===== src/rtl/irq_ack_sequencer_if.sv =====
// irq_ack_sequencer_if: CPU acknowledge / slot interrupt signal bundle
interface irq_ack_sequencer_if #(parameter int NUM_IRQ_SLOTS = 4);
    logic [2*NUM_IRQ_SLOTS-1:0] slot_int_n;
    logic [1:0]                 cpu_ack_n;
    logic                       int_ack_mode_en;
    logic [2*NUM_IRQ_SLOTS-1:0] slot_int_ack_n;
    logic                       ack_busy;
    logic [2:0]                 ack_slot;
    logic                       ack_chan;
    logic                       ack_done;
    logic                       ack_timeout;
    logic                       ack_noclaim;
    modport master (
        output slot_int_n, cpu_ack_n, int_ack_mode_en,
        input  slot_int_ack_n, ack_busy, ack_slot, ack_chan, ack_done, ack_timeout, ack_noclaim
    );
    modport slave (
        input  slot_int_n, cpu_ack_n, int_ack_mode_en,
        output slot_int_ack_n, ack_busy, ack_slot, ack_chan, ack_done, ack_timeout, ack_noclaim
    );
endinterface


===== src/rtl/irq_ack_sequencer.sv =====
// irq_ack_sequencer: Mode-2 interrupt acknowledge arbiter with per-channel round-robin
module irq_ack_sequencer #(
    parameter int NUM_IRQ_SLOTS = 4,
    parameter int ACK_TIMEOUT   = 255
) (
    input logic clk,
    input logic rst,
    irq_ack_sequencer_if.slave bus
);
    localparam int W = 2*NUM_IRQ_SLOTS;
    typedef enum logic [1:0] {IDLE, ARB, GRANT, WAIT_REL} state_t;
    state_t state_q, state_d;
    logic [W-1:0] slot_int_ack_n_q, slot_int_ack_n_d;
    logic [2:0] ack_slot_q, ack_slot_d;
    logic ack_chan_q, ack_chan_d;
    logic ack_done_q, ack_done_d;
    logic ack_timeout_q, ack_timeout_d;
    logic ack_noclaim_q, ack_noclaim_d;
    logic [15:0] timer_q, timer_d;
    logic [1:0][2:0] rr_q, rr_d;
    logic [NUM_IRQ_SLOTS-1:0] claim;
    logic found;
    logic [2:0] pick;
    // Round-robin search: first claimant strictly after the channel's pointer, wrapping
    always_comb begin
        found = 1'b0;
        pick = 3'd0;
        for (int s = 0; s < NUM_IRQ_SLOTS; s++) claim[s] = ~bus.slot_int_n[s*2 + int'(ack_chan_q)];
        for (int i = 1; i <= NUM_IRQ_SLOTS; i++) begin
            if (!found && claim[(int'(rr_q[ack_chan_q]) + i) % NUM_IRQ_SLOTS]) begin
                found = 1'b1;
                pick = 3'((int'(rr_q[ack_chan_q]) + i) % NUM_IRQ_SLOTS);
            end
        end
    end
    // Next state, pulses, pointer update; the ack line is held low only while GRANT persists,
    // so it drops on the same edge that leaves GRANT
    always_comb begin
        state_d = state_q;
        ack_slot_d = ack_slot_q;
        ack_chan_d = ack_chan_q;
        timer_d = timer_q;
        rr_d = rr_q;
        ack_done_d = 1'b0;
        ack_timeout_d = 1'b0;
        ack_noclaim_d = 1'b0;
        case (state_q)
            IDLE: if (bus.int_ack_mode_en && bus.cpu_ack_n != 2'b11) begin
                ack_chan_d = bus.cpu_ack_n[0];
                state_d = ARB;
            end
            ARB: if (!found) begin
                ack_noclaim_d = 1'b1;
                state_d = WAIT_REL;
            end else begin
                ack_slot_d = pick;
                timer_d = 16'd0;
                state_d = GRANT;
            end
            GRANT: begin
                timer_d = (timer_q == 16'hFFFF) ? timer_q : timer_q + 16'd1;
                if (bus.cpu_ack_n[ack_chan_q]) begin
                    ack_done_d = 1'b1;
                    rr_d[ack_chan_q] = ack_slot_q;
                    state_d = IDLE;
                end else if (timer_q >= 16'(ACK_TIMEOUT)) begin
                    ack_timeout_d = 1'b1;
                    rr_d[ack_chan_q] = ack_slot_q;
                    state_d = WAIT_REL;
                end else if (!bus.int_ack_mode_en) begin
                    ack_timeout_d = 1'b1;
                    state_d = WAIT_REL;
                end
            end
            default: if (&bus.cpu_ack_n) state_d = IDLE;
        endcase
        slot_int_ack_n_d = {W{1'b1}};
        if (state_q == GRANT && state_d == GRANT) slot_int_ack_n_d[int'(ack_slot_q)*2 + int'(ack_chan_q)] = 1'b0;
    end
    // State register with asynchronous reset so the ack line releases immediately
    always_ff @(posedge clk or posedge rst) begin
        if (rst) begin
            state_q <= IDLE;
            slot_int_ack_n_q <= {W{1'b1}};
            ack_slot_q <= 3'd0;
            ack_chan_q <= 1'b0;
            ack_done_q <= 1'b0;
            ack_timeout_q <= 1'b0;
            ack_noclaim_q <= 1'b0;
            timer_q <= 16'd0;
            rr_q <= {2{3'(NUM_IRQ_SLOTS-1)}};
        end else begin
            state_q <= state_d;
            slot_int_ack_n_q <= slot_int_ack_n_d;
            ack_slot_q <= ack_slot_d;
            ack_chan_q <= ack_chan_d;
            ack_done_q <= ack_done_d;
            ack_timeout_q <= ack_timeout_d;
            ack_noclaim_q <= ack_noclaim_d;
            timer_q <= timer_d;
            rr_q <= rr_d;
        end
    end
    assign bus.slot_int_ack_n = slot_int_ack_n_q;
    assign bus.ack_busy = state_q != IDLE;
    assign bus.ack_slot = ack_slot_q;
    assign bus.ack_chan = ack_chan_q;
    assign bus.ack_done = ack_done_q;
    assign bus.ack_timeout = ack_timeout_q;
    assign bus.ack_noclaim = ack_noclaim_q;
endmodule


===== src/flat_wrapper.sv =====
// flat-port wrapper written by rule: the top's interface ports become plain ports
module irq_ack_sequencer_flat 
#(
    parameter int NUM_IRQ_SLOTS = 4,
    parameter int ACK_TIMEOUT   = 255
)
  (clk, rst, bus_slot_int_n, bus_cpu_ack_n, bus_int_ack_mode_en, bus_slot_int_ack_n, bus_ack_busy, bus_ack_slot, bus_ack_chan, bus_ack_done, bus_ack_timeout, bus_ack_noclaim);
  irq_ack_sequencer_if #(.NUM_IRQ_SLOTS(NUM_IRQ_SLOTS)) bus_i ();
  input logic clk;
  input logic rst;
  input wire logic [$bits(bus_i.slot_int_n)-1:0] bus_slot_int_n;
  input wire logic [$bits(bus_i.cpu_ack_n)-1:0] bus_cpu_ack_n;
  input wire logic [$bits(bus_i.int_ack_mode_en)-1:0] bus_int_ack_mode_en;
  output wire logic [$bits(bus_i.slot_int_ack_n)-1:0] bus_slot_int_ack_n;
  output wire logic [$bits(bus_i.ack_busy)-1:0] bus_ack_busy;
  output wire logic [$bits(bus_i.ack_slot)-1:0] bus_ack_slot;
  output wire logic [$bits(bus_i.ack_chan)-1:0] bus_ack_chan;
  output wire logic [$bits(bus_i.ack_done)-1:0] bus_ack_done;
  output wire logic [$bits(bus_i.ack_timeout)-1:0] bus_ack_timeout;
  output wire logic [$bits(bus_i.ack_noclaim)-1:0] bus_ack_noclaim;
  assign bus_i.slot_int_n = bus_slot_int_n;
  assign bus_i.cpu_ack_n = bus_cpu_ack_n;
  assign bus_i.int_ack_mode_en = bus_int_ack_mode_en;
  assign bus_slot_int_ack_n = bus_i.slot_int_ack_n;
  assign bus_ack_busy = bus_i.ack_busy;
  assign bus_ack_slot = bus_i.ack_slot;
  assign bus_ack_chan = bus_i.ack_chan;
  assign bus_ack_done = bus_i.ack_done;
  assign bus_ack_timeout = bus_i.ack_timeout;
  assign bus_ack_noclaim = bus_i.ack_noclaim;
  irq_ack_sequencer #(.NUM_IRQ_SLOTS(NUM_IRQ_SLOTS), .ACK_TIMEOUT(ACK_TIMEOUT)) u_core (.clk(clk), .rst(rst), .bus(bus_i));
endmodule

===== config.mk =====
export PLATFORM = sky130hd
export DESIGN_NAME = irq_ack_sequencer_flat
export DESIGN_NICKNAME = d
export VERILOG_FILES = /design/src/rtl/irq_ack_sequencer_if.sv /design/src/rtl/irq_ack_sequencer.sv /design/src/flat_wrapper.sv
export SDC_FILE = /design/constraint.sdc
export NUM_CORES = 1
export LEC_CHECK = 0
export CAP_MARGIN = 15
export CORE_MARGIN = 5
export CORE_UTILIZATION = 46
export CTS_BUF_LIST = sky130_fd_sc_hd__clkbuf_2
export DETAILED_ROUTE_END_ITERATION = 10
export DONT_BUFFER_PORTS = 1
export GPL_TIMING_DRIVEN = 1
export PLACE_DENSITY = 0.66
export SLEW_MARGIN = 20
export SYNTH_ARGS = -nofsm -noshare
export SYNTH_HDL_FRONTEND = slang
export SYNTH_SLANG_ARGS = --single-unit

===== constraint.sdc =====
create_clock -name clk -period 1.8 [get_ports clk]
set_input_delay 0.27 -clock clk [delete_from_list [all_inputs] [get_ports clk]]
set_output_delay 0.27 -clock clk [all_outputs]
set_load 0.005 [all_outputs]

Word-level counts from Yosys, hierarchy flattened
Index checks and enable logic that the tools add are counted.
{ "classes": {"n_mux": 61, "n_lt_le_gt_ge": 13, "n_eq_ne": 7, "add_sub_neg": 9, "n_bitwise": 9, "reduce_logical": 23} }
{ "op_table": {"columns": ["operator", "n"], "rows": [
  ["less-than comparator 32 x 5 -> 1 bit (second input constant)", 4],
  ["greater-or-equal comparator 32 x 1 -> 1 bit (second input constant)", 1],
  ["2-to-1 mux 1 bit", 32],
  ["2-to-1 mux 16 bit", 2],
  ["case mux 16 bit (2 select lines)", 1],
  ["adder 16 x 1 -> 16 bit (second input constant)", 1],
  ["== test 16 bit (second input constant)", 1],
  ["greater-or-equal comparator 16 x 8 -> 1 bit (second input constant)", 1],
  ["less-than comparator 3 x 4 -> 1 bit (second input constant)", 4],
  ["2-to-1 mux 3 bit", 5],
  ["2-to-1 mux 2 bit", 7],
  ["2-to-1 mux 6 bit", 2],
  ["binary-select mux 1 bit (select 3 bit)", 3],
  ["adder 3 x 1 -> 4 bit (first input constant)", 2],
  ["binary-select mux 1 bit (select 2 bit)", 4],
  ["2-to-1 mux 8 bit", 1],
  ["inverter 8 bit", 1],
  ["AND reduction 2 bit", 4],
  ["OR reduction 2 bit", 4],
  ["logical AND 1 bit", 7],
  ["bitwise mux 6 bit", 1],
  ["case mux 2 bit (3 select lines)", 1],
  ["nonzero test 2 bit", 3],
  ["adder 4 x 1 -> 5 bit", 1],
  ["17 further kinds", 29]
]} }
{ "word_totals": {"output_inout_bits": 16, "reg_bits": 39, "in_bits": 13, "word_cells": 132} }

Logic depth before layout (Yosys ltp)
Gate-level depths: netlist of the first run.
{ "depth": {"ltp_word": 23, "ltp_mapped": 8, "depth_no_buf": 7} }

Worst setup path before layout of the first run
OpenSTA, ideal clock, no wires.
{ "synth_path": {"kind": "register to register", "start": "register u_core.timer_q[11]", "end": "register u_core.slot_int_ack_n_q[0], in the netlist u_core.bus.slot_int_ack_n[0]", "path_stages_with_launch": 6, "slack_ns": -0.060, "n_path_buf": 0, "t_arrival_ns": 1.754, "path_cell_list": "dfrtp_1 > or4_4 > nor2_4 > a31oi_4 > o41ai_4 > nand4b_1"} }
{ "synth_via": {"elab_chain_len": 7} }
{ "synth_lines": {"columns": ["item", "line_no", "source"], "rows": [
  ["start, declared", "irq_ack_sequencer.sv:19", "logic [15:0] timer_q, timer_d;"],
  ["start signal, assigned", "irq_ack_sequencer.sv:100", "timer_q <= timer_d;"],
  ["greater-or-equal comparator 16 x 8 -> 1 bit", "irq_ack_sequencer.sv:66", "end else if (timer_q >= 16'(ACK_TIMEOUT)) begin"],
  ["2-to-1 mux 2 bit", "irq_ack_sequencer.sv:66", null],
  ["2-to-1 mux 2 bit", "irq_ack_sequencer.sv:62", "if (bus.cpu_ack_n[ack_chan_q]) begin"],
  ["case mux 2 bit (3 select lines)", "irq_ack_sequencer.sv:47", "case (state_q)"],
  ["== test 2 bit", "irq_ack_sequencer.sv:78", "if (state_q == GRANT && state_d == GRANT) slot_int_ack_n_d[int'(ack_slot_q)*2 + int'(ack_chan_q)] = 1'b0;"],
  ["logical AND 1 bit", "irq_ack_sequencer.sv:78", null],
  ["2-to-1 mux 8 bit", "irq_ack_sequencer.sv:78", null],
  ["via u_core.slot_int_ack_n_d[0]", "irq_ack_sequencer.sv:13", "logic [W-1:0] slot_int_ack_n_q, slot_int_ack_n_d;"],
  ["end signal, assigned", "irq_ack_sequencer.sv:84", "slot_int_ack_n_q <= {W{1'b1}};"],
  ["end signal, assigned", "irq_ack_sequencer.sv:94", "slot_int_ack_n_q <= slot_int_ack_n_d;"],
  ["end, declared", "irq_ack_sequencer.sv:13", null]
]} }
The timed path passes the listed nets, and every way through them passes these cells.
A chain may end at the register's enable or synchronous reset.

Worst setup path in the final report of the first run
{ "layout_path": {"start": "register u_core.timer_q[12]", "end": "register u_core.timer_q[12]"} }
{ "layout_via": {"elab_chain_len": 3} }
{ "layout_lines": {"columns": ["item", "line_no", "source"], "rows": [
  ["adder 16 x 1 -> 16 bit or == test 16 bit (tied branches)", "irq_ack_sequencer.sv:61", "timer_d = (timer_q == 16'hFFFF) ? timer_q : timer_q + 16'd1;"],
  ["2-to-1 mux 16 bit or inequality test 2 bit (tied branches)", null, null],
  ["case mux 16 bit (2 select lines) or AND reduction 3 bit (tied branches)", null, null]
]} }
Several ways; a longest one is shown, not always the timed one. The select of a mux whose other input is x is not followed.

==> metrics.md, run 1 <==
| Metric | Value |
|---|---|
| TritonCTS clock tree | done |
| Peak VDD IR | 0.930 mV |
| Pre-antenna DRT Iters | 7 |
| Sequential area share after synthesis | 43.3% |
| Area share of the largest cell type after synthesis | 28.4% |
| TritonCTS Buffers | 5 |
| Worst setup EP type | flop |
| CP Max Fanout | 6 |
| Failing checks | setup timing |
| Final Power | 0.00365 W |
| Post-synth EDFFs | 0 |
| Clock sinks | 36 |
| Syn nets | 244 |
| Leakage Power | 1.21 nW |
| P&R area growth vs syn | 34.5% |
| GRT Util Overall | 17.6% |
| Status | finished, violations left |
| Synth top area cells | dfrtp_1, dfstp_2, nand2_1, o31ai_1, a21oi_1 |
| Top_reg_cell synth | dfrtp_1 |
| Nets@finish | between 200 and 300 |
| Fin crit period | 1.89 ns |
| Async SR Flop Fraction | between 90% and 100% |
| Worst Path Arrival | 2.22 ns |
| Post-DP HPWL | 3670 um |
| Critical R2R Launch | u_core.timer_q[12] |
| Port Buffers | 0 |
| Maximum clock path buffer count | 2 |
| Die Height | between 70 and 80 um |
| Final setup viols | 18 |
| RSZ-0062 raised after global routing | true |
| Clock-pin slew on the worst setup and hold paths | 0.20 ns |
| Clock Skew | 0.0233 ns |
| Met2 WL | roughly 2700 um |
| First-pass GRT wire length | 8590 um |
| M1 wire length | ~2600 um |
| Largest area contributor in the netlist | dfrtp_1 |
| Skew-Pair Late Insertion Delay | 0.40 ns |
| Final std cells w/o fill | 326 |
| Reg2Reg Depth | 7 |
| Max Slew Vio Count | 0 |
| Warnings, synthesis | 0 |
| Worst reg2reg path endpoint | u_core.timer_q[12] |
| Row cnt | 24 |
| Post-Syn Instances | 226 |
| Final RePlAce weighted congestion | around 0.89 |
| Hold violation count in the final report | 0 |
| Share of cells above drive strength 1 | 42.7% |
| Kind of critical path | reg -> reg |
| Area after DPL | 2470 um2 |
| Total Routed Length | 5670 um |
| Initial Utilization | 48.0% |
| Netlist cell types | 49 |
| Synthesized flop and latch total | 36 |
| Gr ovfl total | 0 |
| CP Data Required Time | 2.13 ns |
| Crit path from | u_core.timer_q[12] |
| PnR worst setup slack | -0.0924 ns |
| Vias/cell | 6.02 |
| Post-route cell area | 2850 um2 |
| Post-Syn Area per Cell | 9.37 um2 |
| Initial antenna violation count | 0 |
| Chip width | around 78 um |
| Worst Hold Depth | 2 |
| Worst setup SP type | flop |
| Initial DRC Count | about 140 |
| DR WL/cell | roughly 17 um |
| Placed Cells | 310 |
| Setup TNS | -0.966 ns |
| Ant diodes | 0 |
| Cell Area, Synth | ~2100 um2 |
| Hold WC Path Type | in -> reg |
| Met3 routed WL | 318 um |
| Largest net degree at the start of global routing | 37 |
| Die area | slightly above 6000 um2 |
| Vias in the first global route | 1807 |
| Period utilisation layout | 105% |
| Boundary Pins | 29 |
| DRC violations left | 0 |
| Top Metal Used | met4 |
| Pwr Density | 1280 nW/um2 |
| Fmax | 0.528 GHz |
| Vias | 1963 |
| H-tree depth | 2 |
| Root Buffer Master | clkbuf_2 |
| Core Footprint | 4410 um2 |
| Number of routed nets with antenna violations | 0 |
| Flop2flop setup slack | -0.09 ns |
| Setup crit end | u_core.timer_q[12] |
| Max-cap violations | 0 |
## layout make-up
cell class                      instances  area, um2
Sequential cell                        36        921
Inverter                               13       48.8
Timing Repair Buffer                   51        443
Clock inverter                          3       42.5
Fill cell                             330       1570
Multi-Input combinational cell        166       1300
Tap cell                               52       65.1
Clock buffer                            5       25.0
## sequential cells by signal, indices dropped and copies added, names as in the netlist
register	cells
u_core.timer_q	16
u_core.bus.slot_int_ack_n	8
u_core.rr_q	4
u_core.bus.ack_slot	2
u_core.state_q	2
u_core.bus.ack_chan	1
u_core.bus.ack_done	1
u_core.bus.ack_noclaim	1
u_core.bus.ack_timeout	1
## cells in the mapped netlist (2+ instances only)
library cell,instances
a21oi_1,13
a31oi_1,3
a32oi_1,2
and3_1,4
buf_2,3
clkbuf_1,7
dfrtp_1,24
dfstp_2,12
ha_1,5
inv_1,13
mux2_2,5
mux2i_1,4
nand2_1,26
nand3_1,10
nand4_1,9
nand4b_1,2
nor2_1,14
nor3_1,4
o21ai_0,13
o22ai_1,3
o31a_1,2
o31ai_1,9
o32a_1,2
o41ai_1,5
or4_1,7
or4_4,2
## how the worst min path moves through the flow
stage / start / endpoint / slack, ns
detailed placement: rst / u_core.timer_q[1] / 0.29
CTS: bus_cpu_ack_n[0] / u_core.bus.ack_chan / 0.02
floorplan: bus_int_ack_mode_en / u_core.bus.ack_timeout / 0.39
global placement: rst / u_core.timer_q[3] / 0.28
global route: bus_int_ack_mode_en / u_core.bus.ack_timeout / 0.01
finish: bus_cpu_ack_n[1] / u_core.bus.ack_chan / 0.09
## repair_timing
action                                  CTS  global route
endpoints found under the setup margin   22            27
gates resized for setup                  16            34
endpoints found under the hold margin    24             1
pin swaps                                 3            14
hold buffers                              1             1
setup buffers                             1             2
gates cloned                              1             2
## cell families after synthesis
kind of cell,after synthesis,synth area share (%)
AND/OR/NAND/NOR,90,23.5
multiplexers,9,4.55
flip-flops,36,43.3
adder cells (fa/ha/maj),5,2.96
other,1,0.177
buffers and inverters,24,4.61
AO/OA/AOI/OAI,61,20.9
## worst max-delay path, stage by stage (launching register included)
cell and delay [ns]:
dfrtp_1 0.40, buf_4 0.15, nand4_1 0.19, or4_4 0.55, nor2_4 0.17, buf_6 0.16, o31ai_1 0.09, a21oi_2 0.13
## metrics by stage
stage | hold slack [ns] | setup slack [ns] | utilization (%)
global route | 0.0115 | -0.160 | 64.5
global placement | 0.285 | -0.0375 | 55.9
CTS | 0.0153 | -0.0714 | 59.2
detailed placement | 0.295 | -0.0666 | 55.9
floorplan | 0.390 | -0.0458 | -
finish | 0.0874 | -0.0924 | 64.5
## placed cells by master (no fill, tap or decap), types with 3 or more instances in the layout
cell type  count
dfstp_2       12
o31ai_1        9
o41ai_1        3
and3_1         3
dfrtp_2        4
nand3_1        9
nand4_1        9
nand2_1       25
a21oi_1        9
buf_4         44
mux2i_1        4
inv_1         10
nor2_1        12
mux2_2         5
dfrtp_1       20
a21oi_2        4
nor3_1         4
clkbuf_2       5
or4_4          7
inv_2          3
ha_4           3
o21ai_0       10
## where the power goes
part	internal (W)	switching (W)	total, W
registers	0.000975	0.000147	0.00112
clock network	0.000232	0.000291	0.000523
logic	0.00100	0.00100	0.00200
## layer usage
layer | GRT usage, % | up-vias
met2 | 26.0 | 52
met1 | 24.4 | 957
met5 | 0 | -
met3 | 4.05 | 7
met4 | 7.56 | 0
li1 | - | 947
No activity file was read; power rests on OpenSTA's default activity.
==> inputs of run 2 (changes only) <==
Settings changed: ABC_AREA from default to 1.
==> metrics.md, run 2 <==
| Metric | Value |
|---|---|
| Status | finished, violations left |
| Failing checks | setup timing |
| Flop2flop setup slack | -0.04 ns |
| CP Max Fanout | 13 |
| Largest net degree at the start of global routing | 37 |
| PnR worst setup slack | -0.0352 ns |
| Slowest CP cell | dfstp_2 |
| Total Routed Length | 5510 um |
| Core Footprint | between 5000 and 6000 um2 |
| Top reg by flops | u_core.timer_q |
| Syn nets | 369 |
| Fin crit period | 1.84 ns |
| Pwr Density | 1550 nW/um2 |
| Cell Area, Synth | 2530 um2 |
| Largest family of logic cells by synthesized area | simple AND/OR/NAND/NOR gates |
| Post-synth EDFFs | 0 |
| Leakage Power | 1.44 nW |
| Final RePlAce weighted congestion | approximately 0.90 |
| Pre-antenna DRT Iters | 4 |
| Commonest non-fill, non-tap cell in the layout | nand2_1 |
| Initial Utilization | between 40% and 50% |
| Post-synthesis mux area share | 0% |
| TritonCTS clock tree | done |
| Row cnt | 27 |
| Async SR Flop Fraction | 100% |
| CP Data Required Time | 2.13 ns |
| Post-DP HPWL | approximately 4100 um |
| Worst path top cell family by delay | simple AND/OR/NAND/NOR gates |
| First-pass GRT wire length | 9420 um |
| Final setup viols | 23 |
| Worst setup EP type | flop |
| Warnings, synthesis | 0 |
| Hold violation count in the final report | 0 |
| Port Buffers | 0 |
| Clock-pin slew on the worst setup and hold paths | 0.19 ns |
| Initial antenna violation count | 0 |
| Worst Path Arrival | around 2.2 ns |
| Top_reg_cell synth | dfrtp_1 |
| CP max stage delay | 0.58 ns |
| Hold WS | 0.0469 ns |
| Placed Cells | 443 |
| Synth top area cells | dfrtp_1, nand2_1, dfstp_2, nand3_1, inv_1 |
| Share of cells above drive strength 1 | 26.8% |
| Initial DRC Count | 121 |
| Final Util | 53.4% |
| RSZ-0062 raised after global routing | true |
| Crit-path cells | buf_4, nand2_2, nand2_4, nand2_1, nand3_1, nand2_2, nor2_4, nand4_4, nand2_4, buf_12, nand2_1, o21ai_2 |
| Vias/cell | approximately 4.9 |
| Worst Hold Depth | 2 |
| Gr ovfl total | 0 |
| Vias in the first global route | 2050 |
| H-tree depth | 2 |
| Synth Area in Simple Gates | 41.1% |
| Area after DPL | about 2800 um2 |
| Kind of critical path | reg -> reg |
| WP buf/inv | 2 |
| Synth Area in Compound Gates | around 8.4% |
| P&R area growth vs syn | 14.9% |
| Peak VDD IR | 0.694 mV |
| TritonCTS Buffers | 5 |
| Worst setup SP type | flop |
| Clock sinks | 36 |
| Boundary Pins | 29 |
| Post-Syn Area per Cell | 7.20 um2 |
| Max reg flops | 16 |
| Period utilisation layout | 102% |
| Number of routed nets with antenna violations | 0 |
| Final Power | 0.00451 W |
| Sequential area share after synthesis | 36.2% |
| Top cells by count, synth | nand2_1, inv_1, nand3_1 |
| DR WL/cell | 12.1 um |
| Fmax | 0.545 GHz |
| Worst Hold Endpoint | u_core.bus.ack_chan |
| DRC violations left | 0 |
| Count leader, synth | nand2_1 |
| Max Slew Vio Count | 0 |
| Chip width | 84.1 um |
| Die area | roughly 7100 um2 |
| GRT Util Overall | 16.0% |
| Ant diodes | 0 |
| Netlist cell types | 31 |
| Hold WC Path Type | in -> reg |
| Synthesized flop and latch total | 36 |
| Post-Synth XOR/XNOR Area | under 10% |
| Root Buffer Master | clkbuf_2 |
| Reg2Reg Depth | 12 |
| Die Height | 84.1 um |
| Largest area contributor in the netlist | dfrtp_1 |
| Post-route cell area | between 2000 and 3000 um2 |
| Maximum clock path buffer count | 2 |
| Worst reg2reg path endpoint | u_core.timer_q[8] |
| Final std cells w/o fill | 457 |
| Nets@finish | 402 |
| Max-cap violations | 0 |
| Area share of the largest cell type after synthesis | between 20% and 30% |
| HP Start | bus_cpu_ack_n[0] |
| Vias | 2242 |
| Adder-cell share of the synthesized area | 2.47% |
| Clock Skew | ~0.01 ns |
| Critical R2R Launch | u_core.rr_q[3] |
| Skew-Pair Late Insertion Delay | roughly 0.39 ns |
| Post-Syn Instances | 351 |
| Most frequent cells in the layout | nand2_1, inv_1, nand3_1 |
-- run 2: worst max-delay path by stage --
stage | start | endpoint | slack, ns | depth (start not counted)
2_1_floorplan | u_core.timer_q[0] | u_core.bus.slot_int_ack_n[0] | 0.06 | 10
3_3_place_gp | u_core.bus.ack_chan | u_core.bus.slot_int_ack_n[4] | 0.008 | 11
3_5_place_dp | u_core.bus.ack_chan | u_core.bus.slot_int_ack_n[6] | -0.06 | 11
4_1_cts | u_core.bus.ack_chan | u_core.timer_q[10] | -0.04 | 13
5_1_grt | u_core.rr_q[3] | u_core.bus.slot_int_ack_n[1] | -0.19 | 12
6_report | u_core.rr_q[3] | u_core.timer_q[8] | -0.04 | 12
-- run 2: what timing repair did --
item	CTS	global route
hold endpoints to repair	24	0
hold buffers	1	0
cloned	0	1
resized for setup	8	3
setup endpoints to repair	25	28
pin swaps	2	1
setup buffers	4	0
-- run 2: kinds of logic (layout without fill, tap and decap cells) --
logic type | count (synthesis) | count (layout)
compound gates | 31 | 31
other cells | 1 | 1
simple gates | 225 | 225
buf+inv | 46 | 80
xor+xnor | 7 | 7
fa+ha+maj | 5 | 5
flops | 36 | 36
-- run 2: per-layer routing --
metal	part of all wire (%)	vias up	global-route usage [%]	routed length, um
li1	-	1183	-	-
met1	48	1005	21.9	2670
met2	44	48	25.0	2430
met3	6.1	6	3.63	336
met4	1.3	0	5.12	73
met5	0	-	0	0
-- run 2: stage by stage --
| stage | setup TNS [ns] | worst slack [ns] |
|---|---|---|
| floorplan | 0 | 0.0643 |
| global placement | 0 | 0.00804 |
| detailed placement | -0.769 | -0.0580 |
| CTS | -0.475 | -0.0411 |
| global route | -4.30 | -0.192 |
| finish | -0.348 | -0.0352 |
-- run 2: layout make-up --
type                       instances  area (um2)
clock buffer                       6        30.0
clock inverter                     2        7.51
fill                             505        2530
inverter                          38         145
multi-input combinational        269        1400
sequential                        36         917
tap                               72        90.1
timing repair buffer              34         313
-- run 2: report_power, final --
part / internal (W) / total (W) / leakage [nW] / switching [W]
sequential: 0.000988 / 0.00114 / 0.450 / 0.000148
clock: 0.0000935 / 0.000373 / 0.0281 / 0.000280
combinational: 0.00120 / 0.00300 / 0.963 / 0.00179
total: 0.00228 / 0.00451 / 1.44 / 0.00222
==> inputs of run 3 (changes only) <==
Settings changed: GPL_TIMING_DRIVEN 1 to 0, RECOVER_POWER from default to 50.
==> metrics.md, run 3 (same netlist as run 2, synthesis figures left out) <==
| Metric | Value |
|---|---|
| Port Buffers | 0 |
| Vias/cell | 5.09 |
| Worst slew margin | 12.8% |
| Root Buffer Master | clkbuf_2 |
| DR WL/cell | roughly 13 um |
| Initial antenna violation count | 0 |
| First-pass GRT wire length | 10500 um |
| Final setup viols | 26 |
| Core Footprint | 5440 um2 |
| Fin crit period | 1.89 ns |
| Boundary Pins | 29 |
| Final Util | 58.0% |
| Kind of critical path | reg -> reg |
| Setup TNS | -1.44 ns |
| Worst setup EP type | flop |
| Final RePlAce weighted congestion | 0.866 |
| Pre-antenna DRT Iters | 5 |
| CP max stage delay | 0.50 ns |
| Vias in the first global route | 2279 |
| Max Slew Vio Count | 0 |
| Worst Path Arrival | 2.20 ns |
| Ant diodes | 0 |
| Chip width | 84.1 um |
| Die area | 7080 um2 |
| Number of routed nets with antenna violations | 0 |
| Top reg by flops | u_core.timer_q |
| Area after DPL | 2620 um2 |
| Largest net degree at the start of global routing | 37 |
| DRC violations left | 0 |
| Leakage Power | 1.50 nW |
| Failing checks | setup timing |
| Post-DP HPWL | a little under 4000 um |
| Flop2flop setup slack | -0.09 ns |
| Total Routed Length | 6030 um |
| TritonCTS Buffers | 5 |
| GRT Util Overall | 17.7% |
| Status | finished, violations left |
| Final Power | 0.00561 W |
| Clock-pin slew on the worst setup and hold paths | around 0.18 ns |
| Initial DRC Count | 113 |
| Commonest non-fill, non-tap cell in the layout | nand2_1 |
| Reg2Reg Depth | 15 |
| Fmax | 0.530 GHz |
| Final std cells w/o fill | between 400 and 500 |
| Tightest Pin Transition | approximately 1.3 ns |
| CP Max Fanout | 6 |
| Nets@finish | 403 |
| Critical R2R Launch | u_core.bus.ack_chan |
| HP Start | bus_cpu_ack_n[1] |
| Hold WC Path Type | in -> reg |
| Pwr Density | about 1800 nW/um2 |
| Placed Cells | 423 |
| Maximum clock path buffer count | 2 |
| H-tree depth | 2 |
| Post-route cell area | 3160 um2 |
| Peak VDD IR | 0.639 mV |
| Hold violation count in the final report | 0 |
| Clock sinks | 36 |
| Slowest CP cell | dfrtp_2 |
| TritonCTS clock tree | done |
| Skew-Pair Late Insertion Delay | about 0.37 ns |
| Vias | roughly 2300 |
| Clock Skew | around 0.014 ns |
| PnR worst setup slack | -0.0885 ns |
| Crit-path cells | inv_4, buf_6, nand2_1, nand2_1, nand2_2, nand2_4, nand2_2, nand2_2, nor2_4, nand4_4, nand2_4, buf_12, buf_12, nand2_2, o21ai_2 |
| Worst reg2reg path endpoint | u_core.timer_q[0] |
| RSZ-0062 raised after global routing | true |
| Die Height | 84.1 um |
| Most frequent cells in the layout | nand2_1, inv_1, nand2_2 |
| Worst setup SP type | flop |
| Row cnt | 27 |
| Worst Hold Depth | 4 |
| Period utilisation layout | 105% |
| Most used cell, CP | nand2_2 |
| CP Data Required Time | 2.11 ns |
| Max-cap violations | 0 |
| Worst Hold Endpoint | u_core.bus.ack_done |
| Initial Utilization | 46.5% |
| P&R area growth vs syn | 24.8% |
| Max reg flops | 16 |
| Share of cells above drive strength 1 | between 30% and 40% |
| Gr ovfl total | 0 |
[run 3: worst max path at each step]
stage / to / depth (start not counted) / slack (ns) / from
5_1_grt: u_core.timer_q[14] / 15 / -0.24 / u_core.bus.ack_chan
3_3_place_gp: u_core.bus.slot_int_ack_n[4] / 10 / -0.30 / u_core.timer_q[0]
2_1_floorplan: u_core.bus.slot_int_ack_n[0] / 10 / 0.06 / u_core.timer_q[0]
6_report: u_core.timer_q[0] / 15 / -0.09 / u_core.bus.ack_chan
4_1_cts: u_core.timer_q[0] / 14 / -0.02 / u_core.bus.ack_chan
3_5_place_dp: u_core.bus.slot_int_ack_n[4] / 10 / -0.32 / u_core.timer_q[0]
[run 3: layout make-up]
cell class	count	area, um2
Fill cell	476	2280
Multi-Input combinational cell	271	1610
Sequential cell	36	918
Timing Repair Buffer	25	258
Inverter	38	145
Buffer	8	96.3
Tap cell	72	90.1
Clock buffer	7	35.0
Clock inverter	1	3.75
[run 3: what timing repair did]
| action | 4_1_cts | 5_1_grt |
|---|---|---|
| gates cloned | 3 | 2 |
| setup buffers | 20 | 1 |
| pin swaps | 8 | 15 |
| hold buffers | 1 | 0 |
| resized for setup | 37 | 38 |
| endpoints found under the setup margin | 27 | 32 |
| endpoints found under the hold margin | 24 | 0 |
[run 3: where the power goes]
part	total, W	internal, W	leakage [nW]	switching [W]
combinational	0.00407	0.00180	1.02	0.00227
sequential	0.00116	0.000989	0.448	0.000174
clock	0.000370	0.000104	0.0306	0.000265
total	0.00561	0.00289	1.50	0.00271
[run 3: stage by stage]
step / worst slack, ns / hold WS [ns]
6_report: -0.0885 / 0.147
5_1_grt: -0.238 / 0.135
4_1_cts: -0.0246 / 0.0794
3_5_place_dp: -0.321 / 0.321
3_3_place_gp: -0.305 / 0.493
2_1_floorplan: 0.0643 / 0.428
[run 3: worst max-delay path: cells and delay by family (launching register included)]
| family | cells | cell delay (ns) |
|---|---|---|
| buf+inv | 4 | 0.44 |
| simple gates | 10 | 0.86 |
| flops | 1 | 0.50 |
| compound gates | 1 | 0.04 |
[run 3: layer usage]
layer	wire [um]	part of all wire (%)	vias to the layer above	GRT usage (%)
met1	2750	46	1094	23.2
met2	2930	49	49	29.3
li1	-	-	1184	-
met4	57	0.94	0	4.24
met5	0	0	-	0
met3	301	5.0	6	4.32
